<file path="src/rtl/lc3_console_mmio.sv">
// LC-3 console controller: keyboard RX FIFO, display TX FIFO, KBSR/KBDR/DSR/DDR/MCR registers.
module lc3_console_mmio #(
    parameter int unsigned RX_DEPTH = 8,
    parameter int unsigned TX_DEPTH = 8,
    parameter int unsigned CHAR_W   = 8
) (
    input  logic              clk,
    input  logic              reset,
    input  logic [15:0]       addr,
    input  logic              mem_en,
    input  logic              r_w,
    input  logic [15:0]       din,
    output logic              sel,
    output logic [15:0]       dout,
    output logic              ready,
    input  logic              rx_valid,
    input  logic [CHAR_W-1:0] rx_data,
    output logic              rx_ready,
    output logic              tx_valid,
    output logic [CHAR_W-1:0] tx_data,
    input  logic              tx_ready,
    output logic              irq_kb,
    output logic              irq_disp,
    output logic              run
);

    localparam int unsigned RX_AW = (RX_DEPTH > 1) ? $clog2(RX_DEPTH) : 1;
    localparam int unsigned TX_AW = (TX_DEPTH > 1) ? $clog2(TX_DEPTH) : 1;
    localparam int unsigned RX_CW = $clog2(RX_DEPTH + 1);
    localparam int unsigned TX_CW = $clog2(TX_DEPTH + 1);

    localparam logic [15:0] A_KBSR = 16'hFE00;
    localparam logic [15:0] A_KBDR = 16'hFE02;
    localparam logic [15:0] A_DSR  = 16'hFE04;
    localparam logic [15:0] A_DDR  = 16'hFE06;
    localparam logic [15:0] A_MCR  = 16'hFFFE;

    logic [CHAR_W-1:0] r_rx_mem [RX_DEPTH];
    logic [CHAR_W-1:0] r_tx_mem [TX_DEPTH];
    logic [RX_AW-1:0]  r_rx_wr, r_rx_rd;
    logic [TX_AW-1:0]  r_tx_wr, r_tx_rd;
    logic [RX_CW-1:0]  r_rx_cnt;
    logic [TX_CW-1:0]  r_tx_cnt;
    logic              r_kb_ie, r_disp_ie, r_ovf;
    logic [15:0]       r_mcr;
    logic [15:0]       r_dout;
    logic              r_ready;

    logic w_acc, w_rd, w_wr;
    logic w_rx_nempty, w_tx_nfull;
    logic w_rx_push, w_rx_pop, w_tx_push, w_tx_pop, w_tx_drop;
    logic [15:0] w_rdata;

    // Address decode and access qualification
    assign sel   = (addr == A_KBSR) || (addr == A_KBDR) || (addr == A_DSR) ||
                   (addr == A_DDR)  || (addr == A_MCR);
    assign w_acc = mem_en & sel;
    assign w_rd  = w_acc & ~r_w;
    assign w_wr  = w_acc &  r_w;

    // FIFO status derived only from registered occupancy
    assign w_rx_nempty = (r_rx_cnt != '0);
    assign w_tx_nfull  = (r_tx_cnt != TX_CW'(TX_DEPTH));
    assign rx_ready    = (r_rx_cnt != RX_CW'(RX_DEPTH));
    assign tx_valid    = (r_tx_cnt != '0);
    assign tx_data     = r_tx_mem[r_tx_rd];

    assign w_rx_push = rx_valid & rx_ready;
    assign w_rx_pop  = w_rd & (addr == A_KBDR) & w_rx_nempty;
    assign w_tx_push = w_wr & (addr == A_DDR) & w_tx_nfull;
    assign w_tx_drop = w_wr & (addr == A_DDR) & ~w_tx_nfull;
    assign w_tx_pop  = tx_valid & tx_ready;

    assign irq_kb   = w_rx_nempty & r_kb_ie;
    assign irq_disp = w_tx_nfull & r_disp_ie;
    assign run      = r_mcr[15];
    assign dout     = r_dout;
    assign ready    = r_ready;

    // Read-data mux reflecting pre-edge state
    always_comb begin
        w_rdata = '0;
        if (addr == A_KBSR) begin
            w_rdata = {w_rx_nempty, r_kb_ie, 14'b0};
        end else if (addr == A_KBDR) begin
            if (w_rx_nempty) w_rdata = 16'(r_rx_mem[r_rx_rd]);
        end else if (addr == A_DSR) begin
            w_rdata = {w_tx_nfull, r_disp_ie, 13'b0, r_ovf};
        end else if (addr == A_MCR) begin
            w_rdata = r_mcr;
        end
    end

    // FIFO storage writes (contents are not reset; pointers define validity)
    always_ff @(posedge clk) begin
        if (reset && w_rx_push) r_rx_mem[r_rx_wr] <= rx_data;
        if (reset && w_tx_push) r_tx_mem[r_tx_wr] <= din[CHAR_W-1:0];
    end

    // RX FIFO pointers and occupancy
    always_ff @(posedge clk) begin
        if (!reset) begin
            r_rx_wr  <= '0;
            r_rx_rd  <= '0;
            r_rx_cnt <= '0;
        end else begin
            if (w_rx_push) r_rx_wr <= r_rx_wr + RX_AW'(1);
            if (w_rx_pop)  r_rx_rd <= r_rx_rd + RX_AW'(1);
            if (w_rx_push && !w_rx_pop)      r_rx_cnt <= r_rx_cnt + RX_CW'(1);
            else if (!w_rx_push && w_rx_pop) r_rx_cnt <= r_rx_cnt - RX_CW'(1);
        end
    end

    // TX FIFO pointers and occupancy
    always_ff @(posedge clk) begin
        if (!reset) begin
            r_tx_wr  <= '0;
            r_tx_rd  <= '0;
            r_tx_cnt <= '0;
        end else begin
            if (w_tx_push) r_tx_wr <= r_tx_wr + TX_AW'(1);
            if (w_tx_pop)  r_tx_rd <= r_tx_rd + TX_AW'(1);
            if (w_tx_push && !w_tx_pop)      r_tx_cnt <= r_tx_cnt + TX_CW'(1);
            else if (!w_tx_push && w_tx_pop) r_tx_cnt <= r_tx_cnt - TX_CW'(1);
        end
    end

    // Control registers: interrupt enables, overrun sticky bit, MCR
    always_ff @(posedge clk) begin
        if (!reset) begin
            r_kb_ie   <= 1'b0;
            r_disp_ie <= 1'b0;
            r_ovf     <= 1'b0;
            r_mcr     <= 16'h8000;
        end else begin
            if (w_wr && addr == A_KBSR) r_kb_ie <= din[14];
            if (w_wr && addr == A_DSR) begin
                r_disp_ie <= din[14];
                if (din[0]) r_ovf <= 1'b0;
            end else if (w_tx_drop) begin
                r_ovf <= 1'b1;
            end
            if (w_wr && addr == A_MCR) r_mcr <= din;
        end
    end

    // Registered bus response: one-cycle ready, dout held between reads
    always_ff @(posedge clk) begin
        if (!reset) begin
            r_ready <= 1'b0;
            r_dout  <= '0;
        end else begin
            r_ready <= w_acc;
            if (w_rd) r_dout <= w_rdata;
        end
    end

endmodule

</file>
<file path="config.mk">
export PLATFORM = sky130hd
export DESIGN_NAME = lc3_console_mmio
export DESIGN_NICKNAME = d
export VERILOG_FILES = /design/src/rtl/lc3_console_mmio.sv
export SDC_FILE = /design/constraint.sdc
export NUM_CORES = 1
export LEC_CHECK = 0
export BUFFER_PORTS_ARGS = -buffer_cell sky130_fd_sc_hd__buf_2
export CAP_MARGIN = 20
export CORE_MARGIN = 2
export CORE_UTILIZATION = 25
export CTS_BUF_LIST = sky130_fd_sc_hd__clkbuf_4
export DETAILED_ROUTE_END_ITERATION = 6
export PLACE_DENSITY_LB_ADDON = 0.1
export SLEW_MARGIN = 20
export SYNTH_ARGS = -nofsm -noshare
export SYNTH_HDL_FRONTEND = slang
export SYNTH_SLANG_ARGS = --single-unit
</file>
<file path="constraint.sdc">
create_clock -name clk -period 4.2 [get_ports clk]
set_input_delay 0.21 -clock clk [delete_from_list [all_inputs] [get_ports clk]]
set_output_delay 0.21 -clock clk [all_outputs]
set_load 0.005 [all_outputs]
</file>
==> impl_results.md <==
- DRT Wirelength: 18210 microns
- Antenna-violating nets left: 0
- Critical path class: input pin to register
- Clk slew on worst S/H paths: 170 ps
- Post-synthesis register bit count: 190
- DR iter-0 viols: 248
- Register area share after synthesis: 65.71%
- Syn_area_per_cell: 14.85 sq um
- Worst endpoint required time: 4720 ps
- Post-route minimum period: ~2900 ps
- Non-Filler Instances: approximately 1000
- Placed Area: a little under 9000 sq um
- Worst-Skew Late Latency: 580 ps
- Post-DP HPWL: between 10000 and 15000 microns
- Crit start category: input pin
- Port Buf Inserts: 76
- Setup crit end: r_tx_cnt[3]$_SDFFE_PN0P_
- Mapped cell area: just under 8000 sq um
- CTS Buf Count: 17
- Starting density of the core: 25.36%
- Max H-tree Level: 4
- Vias in the first global route: 4882
- DRC viols: 0
- Share of layout cells above drive strength 1: between 20% and 30%
- First-pass GRT wire length: 28050 microns
- Slew HR: between 20 and 30%
- CTS tree: done
- Root buffer cell: clkbuf_4
- FFs w/ async S/R, synth: 0%
- Reg-to-reg critical path endpoint: r_rx_cnt[3]$_SDFFE_PN0P_
- Setup Viol. Count Final: 0
- Pwr dens: 398.9 nW/um^2
- Post-CTS resize count: 0
- Area growth syn-to-layout: 19.21%
- Top FF cell, synth: edfxtp_1
- Die area: 32380 sq um
- Mapped Nets: 579
- Initial antenna violation count: 1
- Max Slew Vio Count: 0
- Yosys Warn Count: 0
- Synth top area share: 49.67%
- Worst hold margin: 99.99 ps
- Max Cap Viol: 0
- Outcome: finished clean
- Post-synthesis cell type with the largest combined area: edfxtp_1
- FF-to-FF Start: r_rx_cnt[0]$_SDFFE_PN0P_
- EDFF count, synth: 128
- Setup crit end kind: register
- Synth top area cells: edfxtp_1 50%, dfxtp_1 16%, mux4_2 8.7%
- Largest net degree at the start of global routing: 62
- Rows: between 60 and 70
- Post-Route Setup TNS: 0 ps
- Deepest clock path buffer count: 2
- Vias per inst: 4.355
- Commonest cells in the netlist: 128 x edfxtp_1, 62 x dfxtp_1, 55 x nand2_1
- RSZ-0062 raised after global routing: no
- Critical path data arrival time: around 3400 ps
- Worst slew pin tran: ~1100 ps
- Sinks on Clock Net: 190
- Post-Syn Instances: 521
- Crit path from: addr[4]
- FF-to-FF setup slack: 1440 ps
- Placer's final routability congestion estimate: 0.6590
- Fin. Hold Viols: 0
- Pleak: roughly 0.0031 uW
- R2r worst-path depth: 11
- Worst IR drop on VDD: 0.1249 mV
- Die Wd: ~180 microns
- Vias after detailed routing: 4542
- DIE HEIGHT: between 150 and 200 microns
- Core Area: 30510 sq um
- Setup Skew: roughly 31 ps
- Setup Buffers After CTS: 0
- Final nets: 691
- Largest fanout on the critical path: 5
- Num ports: 77
- Fin crit share: 68.04%
- Placed instance count: slightly below 1000
- Hold Path Class: input pin to register
- Global Route Usage Sum: a little under an eighth
- Yosys cell types: 48
- Drt pass-1 iters: 4
- Gr busiest metal: met2
- Met3 Usage GRT: 2.350%
- Grt met2 use: 21.21%
- Hold_buf cts: 27
- Worst setup margin: between 1000 and 1500 ps
- Most frequent cell after synthesis: edfxtp_1
- Final instance area: 9225 sq um
- Per-cell routed wire length: around 17 microns
- Place WS: 721.0 ps
- Fmax: 0.3499 GHz
- M1 GR Usage: 13.48%
- Gr ovfl total: 0
==> how the worst min path moves through the flow <==
stage                        from                     end  slack [ps]  depth (start not counted)
after floorplan            din[0]      r_ovf$_SDFFE_PN0P_         300                          1
after global placement    din[15]  r_mcr[15]$_SDFFE_PN1P_         430                          3
after detailed placement  din[15]  r_mcr[15]$_SDFFE_PN1P_         440                          3
after CTS                 addr[2]   dout[15]$_SDFFE_PN0N_          40                          4
after global routing      addr[2]   dout[15]$_SDFFE_PN0N_          40                          4
final                     addr[2]   dout[15]$_SDFFE_PN0N_         100                          4
==> logic make-up (layout without fill, tap and decap cells) <==
logic type	after synthesis	after routing	share of synthesized area, %
other	0	1	0
xor gates and xnor gates	13	13	1.471
adders and majority gates	12	12	2.134
DFF	190	190	65.71
muxes	59	59	12.69
buffers and inverters	29	154	1.503
and+or+nand+nor	156	156	10.87
AOI/OAI and AO/OA	62	62	5.627
==> worst max-delay path, cell delays in order <==
cell      delay [ps]
buf_2            100
or4_4            560
or4_4            590
nor3_4           360
ha_1             240
inv_1             90
ha_1             280
a21o_1           180
a21oi_1          190
xnor2_1          100
or3_1            300
a21boi_0         160
==> layout by cell type, fill, tap and decap left out, types with 3 or more instances in the layout <==
| cell type | n |
|---|---|
| a21boi_0 | 25 |
| a21oi_1 | 4 |
| a221oi_1 | 4 |
| and2_1 | 14 |
| buf_2 | 76 |
| buf_4 | 15 |
| clkbuf_4 | 18 |
| clkinv_8 | 3 |
| dfxtp_1 | 62 |
| dlygate4sd3_1 | 27 |
| edfxtp_1 | 128 |
| ha_1 | 10 |
| inv_1 | 4 |
| inv_6 | 4 |
| inv_8 | 3 |
| mux2_2 | 13 |
| mux2i_1 | 16 |
| mux4_2 | 30 |
| nand2_1 | 55 |
| nand2b_1 | 11 |
| nand3_1 | 16 |
| nand4_1 | 6 |
| nor2_1 | 17 |
| nor2b_1 | 10 |
| nor3_1 | 4 |
| o211a_1 | 4 |
| o211ai_1 | 4 |
| o21ai_0 | 14 |
| or3_1 | 3 |
| xnor2_1 | 11 |
==> layer usage <==
layer / routed length (microns) / vias up / part of all wire [%]
li1: - / 2185 / -
met1: 8004 / 2299 / 44
met2: 9614 / 47 / 53
met3: 422 / 11 / 2.3
met4: 170 / 0 / 0.93
met5: 0 / - / 0
==> metrics by stage <==
stage / utilization, % / power (uW)
floorplan: - / 2499
global placement: 28.33 / 2664
detailed placement: 28.33 / 2679
CTS: 30.23 / 3754
global route: 30.24 / 3884
finish: 30.24 / 3680
==> power breakdown <==
part | switching [uW] | internal [uW]
combinational | 260 | 274
sequential | 59.5 | 2050
clock | 701 | 337
total | 1020 | 2660
==> layout make-up <==
class	count	area (sq um)
clock inverter	14	172.7
antenna	1	2.502
inverter	4	15.01
multi-input combinational	302	2556
fill	3107	21280
sequential	190	5085
clock buffer	18	135.1
timing repair buffer	118	763.2
tap	396	495.5
==> registers in the layout, indices dropped and copies added, names as in the netlist, 4 cells and up, named ones only <==
register  count
dout         16
r_tx_cnt      4
r_mcr        16
r_tx_mem     64
r_rx_mem     64
r_rx_cnt      4
(Power assumes the default switching activity.)
